$ cat src/rtl/adder_pkg.sv
// Shared constants and result bundle for the pipelined adder.
// Optional build macro: ADDER_SATURATE_EN (see pipelined_adder.sv).
package adder_pkg;

    localparam int ADDER_WIDTH  = 32;
    localparam int ADDER_STAGES = 4;

    typedef struct packed {
        logic [ADDER_WIDTH-1:0] sum;
        logic                   cout;
        logic                   overflow;
    } adder_result_t;

endpackage

$ cat src/rtl/adder_stage.sv
// One pipeline slice: CW-bit ripple add of a chunk plus carry-in,
// with registered sum chunk, carry-out and valid, all held while en is low.
module adder_stage
    import adder_pkg::*;
#(
    parameter int CW = 8
) (
    input  logic          clk,
    input  logic          rst,
    input  logic          en,
    input  logic          in_valid,
    input  logic [CW-1:0] a,
    input  logic [CW-1:0] b,
    input  logic          cin,
    output logic          valid_q,
    output logic [CW-1:0] sum_q,
    output logic          cout_q
);

    logic          valid_d;
    logic [CW-1:0] sum_d;
    logic          cout_d;
    logic [CW:0]   c;

    always_comb begin
        c       = '0;
        c[0]    = cin;
        sum_d   = '0;
        for (int i = 0; i < CW; i++) begin
            sum_d[i] = a[i] ^ b[i] ^ c[i];
            c[i+1]   = (a[i] & b[i]) | (c[i] & (a[i] ^ b[i]));
        end
        cout_d  = c[CW];
        valid_d = in_valid;
    end

    always_ff @(posedge clk) begin
        if (rst) begin
            valid_q <= 1'b0;
            sum_q   <= '0;
            cout_q  <= 1'b0;
        end else if (en) begin
            valid_q <= valid_d;
            sum_q   <= sum_d;
            cout_q  <= cout_d;
        end
    end

endmodule

$ cat src/rtl/pipelined_adder.sv
// Carry-pipelined signed adder/subtractor with valid/ready flow control.
// Define ADDER_SATURATE_EN to clamp overflowing sums to the signed limits.
module pipelined_adder
    import adder_pkg::*;
#(
    parameter int WIDTH  = ADDER_WIDTH,
    parameter int STAGES = ADDER_STAGES
) (
    input  logic             clk,
    input  logic             rst,
    input  logic             in_valid,
    output logic             in_ready,
    input  logic [WIDTH-1:0] a,
    input  logic [WIDTH-1:0] b,
    input  logic             cin,
    input  logic             sub,
    output logic             out_valid,
    input  logic             out_ready,
    output logic [WIDTH-1:0] sum,
    output logic             cout,
    output logic             overflow
);

    localparam int CW = WIDTH / STAGES;
    localparam int M  = WIDTH - 1;

    logic                          en;
    logic [WIDTH-1:0]              b_eff;
    logic [STAGES-1:0]             st_vin, st_cin, st_vq, st_cq;
    logic [STAGES-1:0][CW-1:0]     st_a, st_b, st_s;
    logic [STAGES-1:0][WIDTH-1:0]  a_q, a_d, b_q, b_d, ps_q, ps_d;
    logic [WIDTH-1:0]              fin_sum, wrap_sum;
    logic                          fin_ovf;

    assign en        = !out_valid || out_ready;
    assign in_ready  = en;
    assign out_valid = st_vq[STAGES-1];

    // Row k skews the not-yet-added operand chunks and the finished low sum chunks
    always_comb begin
        b_eff     = sub ? ~b : b;
        a_d[0]    = a;
        b_d[0]    = b_eff;
        ps_d[0]   = '0;
        st_vin[0] = in_valid;
        st_cin[0] = sub | cin;
        st_a[0]   = a[CW-1:0];
        st_b[0]   = b_eff[CW-1:0];
        for (int k = 1; k < STAGES; k++) begin
            a_d[k]                  = a_q[k-1];
            b_d[k]                  = b_q[k-1];
            ps_d[k]                 = ps_q[k-1];
            ps_d[k][(k-1)*CW +: CW] = st_s[k-1];
            st_vin[k]               = st_vq[k-1];
            st_cin[k]               = st_cq[k-1];
            st_a[k]                 = a_q[k-1][k*CW +: CW];
            st_b[k]                 = b_q[k-1][k*CW +: CW];
        end
    end

    always_ff @(posedge clk) begin
        if (rst) begin
            a_q  <= '0;
            b_q  <= '0;
            ps_q <= '0;
        end else if (en) begin
            a_q  <= a_d;
            b_q  <= b_d;
            ps_q <= ps_d;
        end
    end

    for (genvar k = 0; k < STAGES; k++) begin : g_stage
        adder_stage #(.CW(CW)) u_stage (
            .clk      (clk),
            .rst      (rst),
            .en       (en),
            .in_valid (st_vin[k]),
            .a        (st_a[k]),
            .b        (st_b[k]),
            .cin      (st_cin[k]),
            .valid_q  (st_vq[k]),
            .sum_q    (st_s[k]),
            .cout_q   (st_cq[k])
        );
    end

    always_comb begin
        wrap_sum = ps_q[STAGES-1];
        wrap_sum[(STAGES-1)*CW +: CW] = st_s[STAGES-1];
        fin_ovf = (a_q[STAGES-1][M] == b_q[STAGES-1][M])
               && (wrap_sum[M] != a_q[STAGES-1][M]);
        fin_sum = wrap_sum;
`ifdef ADDER_SATURATE_EN
        if (fin_ovf) begin
            fin_sum    = {WIDTH{~a_q[STAGES-1][M]}};
            fin_sum[M] = a_q[STAGES-1][M];
        end
`endif
    end

    if (WIDTH == ADDER_WIDTH) begin : g_res_pkg
        adder_result_t res;
        assign res      = {fin_sum, st_cq[STAGES-1], fin_ovf};
        assign sum      = res.sum;
        assign cout     = res.cout;
        assign overflow = res.overflow;
    end else begin : g_res_raw
        assign sum      = fin_sum;
        assign cout     = st_cq[STAGES-1];
        assign overflow = fin_ovf;
    end

endmodule

$ cat config.mk
export PLATFORM = sky130hd
export DESIGN_NAME = pipelined_adder
export DESIGN_NICKNAME = d
export VERILOG_FILES = /design/src/rtl/adder_pkg.sv /design/src/rtl/adder_stage.sv /design/src/rtl/pipelined_adder.sv
export SDC_FILE = /design/constraint.sdc
export NUM_CORES = 1
export LEC_CHECK = 0
export CAP_MARGIN = 5
export CORE_MARGIN = 5
export CORE_UTILIZATION = 45
export DETAILED_ROUTE_END_ITERATION = 10
export HOLD_SLACK_MARGIN = 0.06
export PLACE_DENSITY = 0.7
export SYNTH_ARGS = -nofsm -noshare
export SYNTH_HDL_FRONTEND = slang
export SYNTH_SLANG_ARGS = --single-unit
$ cat constraint.sdc
create_clock -name clk -period 4.7 [get_ports clk]
set_input_delay 1.175 -clock clk [delete_from_list [all_inputs] [get_ports clk]]
set_output_delay 1.175 -clock clk [all_outputs]
set_load 0.005 [all_outputs]
==> metrics, run 1 <==
largest family of logic cells by synthesized area=simple AND/OR/NAND/NOR gates; dominant cell type by area after synthesis=dfxtp_1; synth-to-layout area growth=20.5%; antenna violations before repair=0; WL/cell=13.2 um; count of non-filler cells in the finished layout=1167; critical path required time=4.98 ns; DP HPWL=9860 um; Synth Cell Area=roughly 7700 um^2; clock buffer depth=2; Worst Max-Slew Pin Slew=0.994 ns; Post-Synth XOR/XNOR Area=0.0365; dpl ws=-0.299 ns; critical path, cell by cell=clkdlybuf4s50_1 > xnor2_1 > fa_1 > inv_1 > fa_1 > inv_1 > fa_1 > fa_2 > fa_2 > fa_2 > fa_1 > inv_1 > fa_1 > nand2_1 > a21oi_1; Max Fclk=221 MHz; Post-CTS Resized=0; unique cell type count in the Yosys netlist=18; Antenna Cells=0; Worst path slowest cell=clkdlybuf4s50_1; Clock Sinks=between 150 and 200; Clk pin slew, worst setup/hold paths=0.07 ns; via count=5547; die height=roughly 140 um; Initial DRC Count=a little over 400; nets=1036; utilization after layout=0.556; Min Hold Slack=around 0.45 ns; compound-cell area share of the yosys netlist=0.158; asr flop ratio synth=0; first-pass GRT wire length=25400 um; adder-cell share of the synthesized area=0.0834; post-synthesis cell count=just under 900; max cap viols=0; Core Area=16600 um^2; Antenna Nets Post-Route=0; Worst Setup Start Kind=input port; Post-Route WL=15400 um; CTS Hold Bufs=0; Post-Synth Simple-Gate Area=0.167; Vias/cell=4.75; Rel. slew slack=0.337; area share of the largest cell type after synthesis=0.485; Slew Limit Fails=0; CTS root buf=clkbuf_16; final period utilization=0.965; synth top area cells=dfxtp_1 (49%), nand2_1 (14%), a21oi_1 (9.5%); post-CTS setup repair buffer count=0; commonest cells in the netlist=nand2_1 (294), dfxtp_1 (186), a21oi_1 (146), nor2_1 (43), a211oi_2 (37); CP max FO=1; Worst Hold Class=reg2reg; Setup crit end=g_stage[0].u_stage.sum_q[7]$_SDFFE_PP0P_; Final min period=4.54 ns; FF+latch count, synth=186; Leak=3.49 nW; GRT overflow=0; yosys warns=0; Seq/Total Area, Yosys=0.485; CTS Buf Count=17; clk_skew=0.00449 ns; ratio of cells with drive above 1 in the final layout=0.0855; H-tree lvl count=4; dominant synthesized flop cell=dfxtp_1; RSZ-0062 raised after global routing=no; syn avg cell area=8.81 um^2; final setup fails=0; GR Util All Layers=0.158; drc violations=0; Hold Violations, Final=0; vias in the first global route=between 5000 and 6000; Die W=141 um; Initial Util=0.461; number of synthesized flops with an enable pin=0; Power Dens Cells=382 nW/um^2; Die ar.=19800 um^2; CTS tree=done; crit path launch=b[0]; RR Startpoint=a_d[120]$_SDFFE_PP0P_; WS Path Type=in2reg; IO Pins=106; clock latency on the worst-skew pair=approximately 0.43 ns; fin worst setup slack=between 0.15 and 0.2 ns; Filler Cell Count=1526; worst reg2reg setup slack=0.94 ns; critical path's largest stage delay=0.41 ns; Crit path top cell by count=fa_1; CP endpoint kind=flop; worst r2r path cells=12; status=completed; largest net degree at the start of global routing=221; count leader, synth=nand2_1; worst ir drop on vdd=0.279 mV; syn_nets=973; R2R Path End=g_stage[3].u_stage.sum_q[7]$_SDFFE_PP0P_; Hold Path Origin=sum[18]$_SDFFE_PP0P_; IO Port Bufs=105; Sum Neg Setup Slack=0 ns; mux share of post-synthesis cell area=0; Crit path arrival time=4.82 ns; Cells after DPL=1135; DR pass1 iterations=4; # rows=47; routability congestion estimate=around 0.76
[logic make-up after synthesis]
family,after synthesis
adder cells (fa/ha/maj),32
AO/OA/AOI/OAI,186
buffers and inverters,97
XOR/XNOR,32
AND/OR/NAND/NOR,338
flip-flops,186
[how the worst min path moves through the flow]
stage	to	slack, ns	cells after the start
4_1_cts	ps_d[65]$_SDFFE_PP0P_	0.45	2
3_3_place_gp	sum[13]$_SDFFE_PP0P_	0.44	2
3_5_place_dp	sum[20]$_SDFFE_PP0P_	0.44	2
2_1_floorplan	a_d[41]$_SDFFE_PP0P_	0.43	2
5_1_grt	g_stage[1].u_stage.sum_q[5]$_SDFFE_PP0P_	0.47	2
6_report	sum[18]$_SDFFE_PP0P_	0.45	2
[layer usage]
layer | vias up | GRT usage | wire length, um | share of wire
met4 | 0 | 0.0556 | 269 | 0.017
met5 | - | 0 | 0 | 0
met3 | 21 | 0.0379 | 605 | 0.039
li1 | 2906 | - | - | -
met1 | 2528 | 0.233 | 7750 | 0.50
met2 | 92 | 0.227 | 6790 | 0.44
[where the power goes]
| group | leakage (nW) | internal [mW] | switching (mW) |
|---|---|---|---|
| combinational | 1.67 | 0.187 | 0.170 |
| clock | 0.293 | 0.765 | 0.678 |
| sequential | 1.53 | 1.68 | 0.0568 |
| total | 3.49 | 2.63 | 0.905 |
[sequential cells by signal, summed over array words and instances (netlist names)]
name                     cells
a_d                         48
b_d                         48
g_stage.u_stage.sum_q       32
ps_d                        24
sum                         24
g_stage.u_stage.cout_q       4
g_stage.u_stage.valid_q      4
a_q                          1
b_q                          1
[cell usage in the layout (no fill, tap or decap), types with 3 or more instances in the layout]
cell type	Yosys	layout
clkbuf_16	0	17
nand2_1	294	294
dfxtp_1	186	186
nor2_1	43	43
fa_1	32	29
inv_8	0	6
inv_6	0	5
inv_1	30	30
fa_2	0	3
buf_4	11	3
xor2_1	4	4
xnor2_1	28	28
a211oi_2	37	37
a21oi_1	146	146
clkdlybuf4s50_1	0	103
[critical path, delay by kind of cell]
| family | cells | cell delay (ns) |
|---|---|---|
| buffers and inverters | 4 | 0.60 |
| and+or+nand+nor | 1 | 0.07 |
| AOI/OAI and AO/OA | 1 | 0.07 |
| adders and majority gates | 8 | 2.73 |
| xor gates and xnor gates | 1 | 0.15 |
[cell type report]
| cell class | instances | area (um^2) | area share |
|---|---|---|---|
| clock inverters | 15 | 174 | 0.0188 |
| clock buffers | 17 | 425 | 0.0460 |
| multi-input cells | 588 | 3420 | 0.370 |
| well taps | 220 | 275 | 0.0298 |
| repair buffers | 110 | 1110 | 0.120 |
| flip-flops and latches | 186 | 3720 | 0.403 |
| inverters | 31 | 121 | 0.0131 |
[through the flow]
step | total power [mW] | instance area [um^2]
after floorplan | 1.99 | 7690
after global placement | 2.13 | 8650
after detailed placement | 2.13 | 8650
after CTS | 3.57 | 9250
after global routing | 3.70 | 9250
final | 3.54 | 9250
No activity file was read; power rests on OpenSTA's default activity.
==> inputs of run 2 (changes only) <==
--- a/config.mk
+++ b/config.mk
@@ -6,11 +6,13 @@
 export NUM_CORES = 1
 export LEC_CHECK = 0
 export CAP_MARGIN = 5
+export CELL_PAD_IN_SITES_DETAIL_PLACEMENT = 1
+export CELL_PAD_IN_SITES_GLOBAL_PLACEMENT = 2
 export CORE_MARGIN = 5
-export CORE_UTILIZATION = 45
+export CORE_UTILIZATION = 30
 export DETAILED_ROUTE_END_ITERATION = 10
 export HOLD_SLACK_MARGIN = 0.06
-export PLACE_DENSITY = 0.7
+export PLACE_DENSITY = 0.76
 export SYNTH_ARGS = -nofsm -noshare
 export SYNTH_HDL_FRONTEND = slang
 export SYNTH_SLANG_ARGS = --single-unit
==> run 2 against run 1 <==
Effect of this change: count of clock-buffer cells in the layout unchanged; register-to-register slack worse by 0.05 ns; first-iteration DRC count down 7.5%; utilization is 18 points lower; via count is 1.0% higher; sequential share of layout area down 0.70 points; highest routed layer unchanged.
==> metrics, run 2 (synthesized netlist as in run 1, its figures left out) <==
Leak=3.49 nW; Initial DRC Count=382; RSZ-0062 raised after global routing=no; CTS root buf=clkbuf_16; nets=1036; die height=170 um; Core Area=around 25000 um^2; Worst path slowest cell=clkdlybuf4s50_1; IO Port Bufs=between 100 and 150; count of non-filler cells in the finished layout=1278; post-CTS setup repair buffer count=0; Crit path arrival time=4.85 ns; GR Util All Layers=0.127; Sum Neg Setup Slack=0 ns; Clock Sinks=186; top routing layer in use=met4; most common cell after layout, fill and taps aside=nand2_1; critical path required time=5.01 ns; Die ar.=28900 um^2; status=completed; via count=between 5000 and 6000; Antenna Nets Post-Route=0; critical path's largest stage delay=0.42 ns; clk_skew=about 0.011 ns; final setup fails=0; Post-CTS Resized=0; Worst Hold Class=reg2reg; CP endpoint kind=flop; final period utilization=0.966; largest net degree at the start of global routing=approximately 220; routed wl met2=about 7900 um; DR WL met3=605 um; CTS tree=done; DP HPWL=11300 um; fin worst setup slack=0.162 ns; # rows=58; Slew Limit Fails=0; Rel. slew slack=0.284; max cap viols=0; WL/cell=14.1 um; Final Power=3.60 mW; GRT overflow=0; first-pass GRT wire length=29400 um; CTS Buf Count=17; worst ir drop on vdd=0.200 mV; CP max FO=1; clock latency on the worst-skew pair=~0.44 ns; worst reg2reg setup slack=0.89 ns; utilization after layout=0.374; WS Path Type=in2reg; clock buffer depth=2; ratio of cells with drive above 1 in the final layout=0.0855; drc violations=0; Initial Util=0.305; Worst Max-Slew Pin Slew=1.07 ns; Worst Setup Start Kind=input port; CTS Hold Bufs=0; Cells after DPL=1245; antenna violations before repair=1; most frequent cells in the layout=nand2_1 (294), dfxtp_1 (186), a21oi_1 (146); Power Dens Cells=383 nW/um^2; Clk pin slew, worst setup/hold paths=~0.070 ns; H-tree lvl count=4; vias in the first global route=approximately 5700; routability congestion estimate=around 0.71; IO Pins=106; dpl ws=-0.311 ns; Post-Route WL=18000 um; Max Fclk=220 MHz; DR pass1 iterations=4; Final min period=4.54 ns; Crit path top cell by count=fa_1; synth-to-layout area growth=22.6%; Hold Violations, Final=0; Die W=approximately 170 um; Vias/cell=about 4.4; Post-Route M1 WL=9320 um; critical path, cell by cell=clkdlybuf4s50_1 > xnor2_1 > fa_1 > inv_1 > fa_1 > inv_1 > fa_1 > fa_2 > fa_2 > fa_2 > fa_1 > inv_1 > fa_1 > nand2_1 > a21oi_1
[run 2: path summary, 6_finish.rpt]
check	end	start	cells after the start
setup / recovery	g_stage[0].u_stage.sum_q[7]$_SDFFE_PP0P_	b[0]	15
hold reg to reg	ps_d[66]$_SDFFE_PP0P_	ps_d[66]$_SDFFE_PP0P_	2
setup reg to reg	g_stage[3].u_stage.sum_q[7]$_SDFFE_PP0P_	a_d[120]$_SDFFE_PP0P_	12
hold / removal	ps_d[66]$_SDFFE_PP0P_	ps_d[66]$_SDFFE_PP0P_	2
[run 2: critical path: cells and delay by family]
| kind | cells | cell delay [ns] |
|---|---|---|
| buffers and inverters | 4 | 0.62 |
| AND/OR/NAND/NOR | 1 | 0.08 |
| AO/OA/AOI/OAI | 1 | 0.08 |
| adder cells (fa/ha/maj) | 8 | 2.76 |
| XOR/XNOR | 1 | 0.15 |
[run 2: through the flow]
| stage | instance area, um^2 | hold slack [ns] |
|---|---|---|
| 2_1_floorplan | 7690 | 0.432 |
| 4_1_cts | 9410 | 0.455 |
| 3_3_place_gp | 8800 | 0.439 |
| 3_5_place_dp | 8800 | 0.445 |
| 6_report | 9410 | 0.451 |
| 5_1_grt | 9410 | 0.472 |
[run 2: report_power, final]
group	total, mW	leakage, nW	switching, mW	internal (mW)
Combinational	0.365	1.67	0.177	0.188
Clock	1.50	0.291	0.688	0.809
Sequential	1.74	1.53	0.0590	1.68
[run 2: layout make-up]
cell class	count	area, um^2
Antenna cell	1	2.50
Clock buffer	17	425
Clock inverter	15	184
Fill cell	2908	15800
Inverter	31	121
Multi-Input combinational cell	588	3420
Sequential cell	186	3720
Tap cell	330	413
Timing Repair Buffer	110	1120
[run 2: per-layer routing]
| layer | up-vias | global-route usage |
|---|---|---|
| met5 | - | 0 |
| met4 | 0 | 0.0469 |
| met3 | 15 | 0.0249 |
| met2 | 80 | 0.185 |
| met1 | 2612 | 0.185 |
| li1 | 2896 | - |
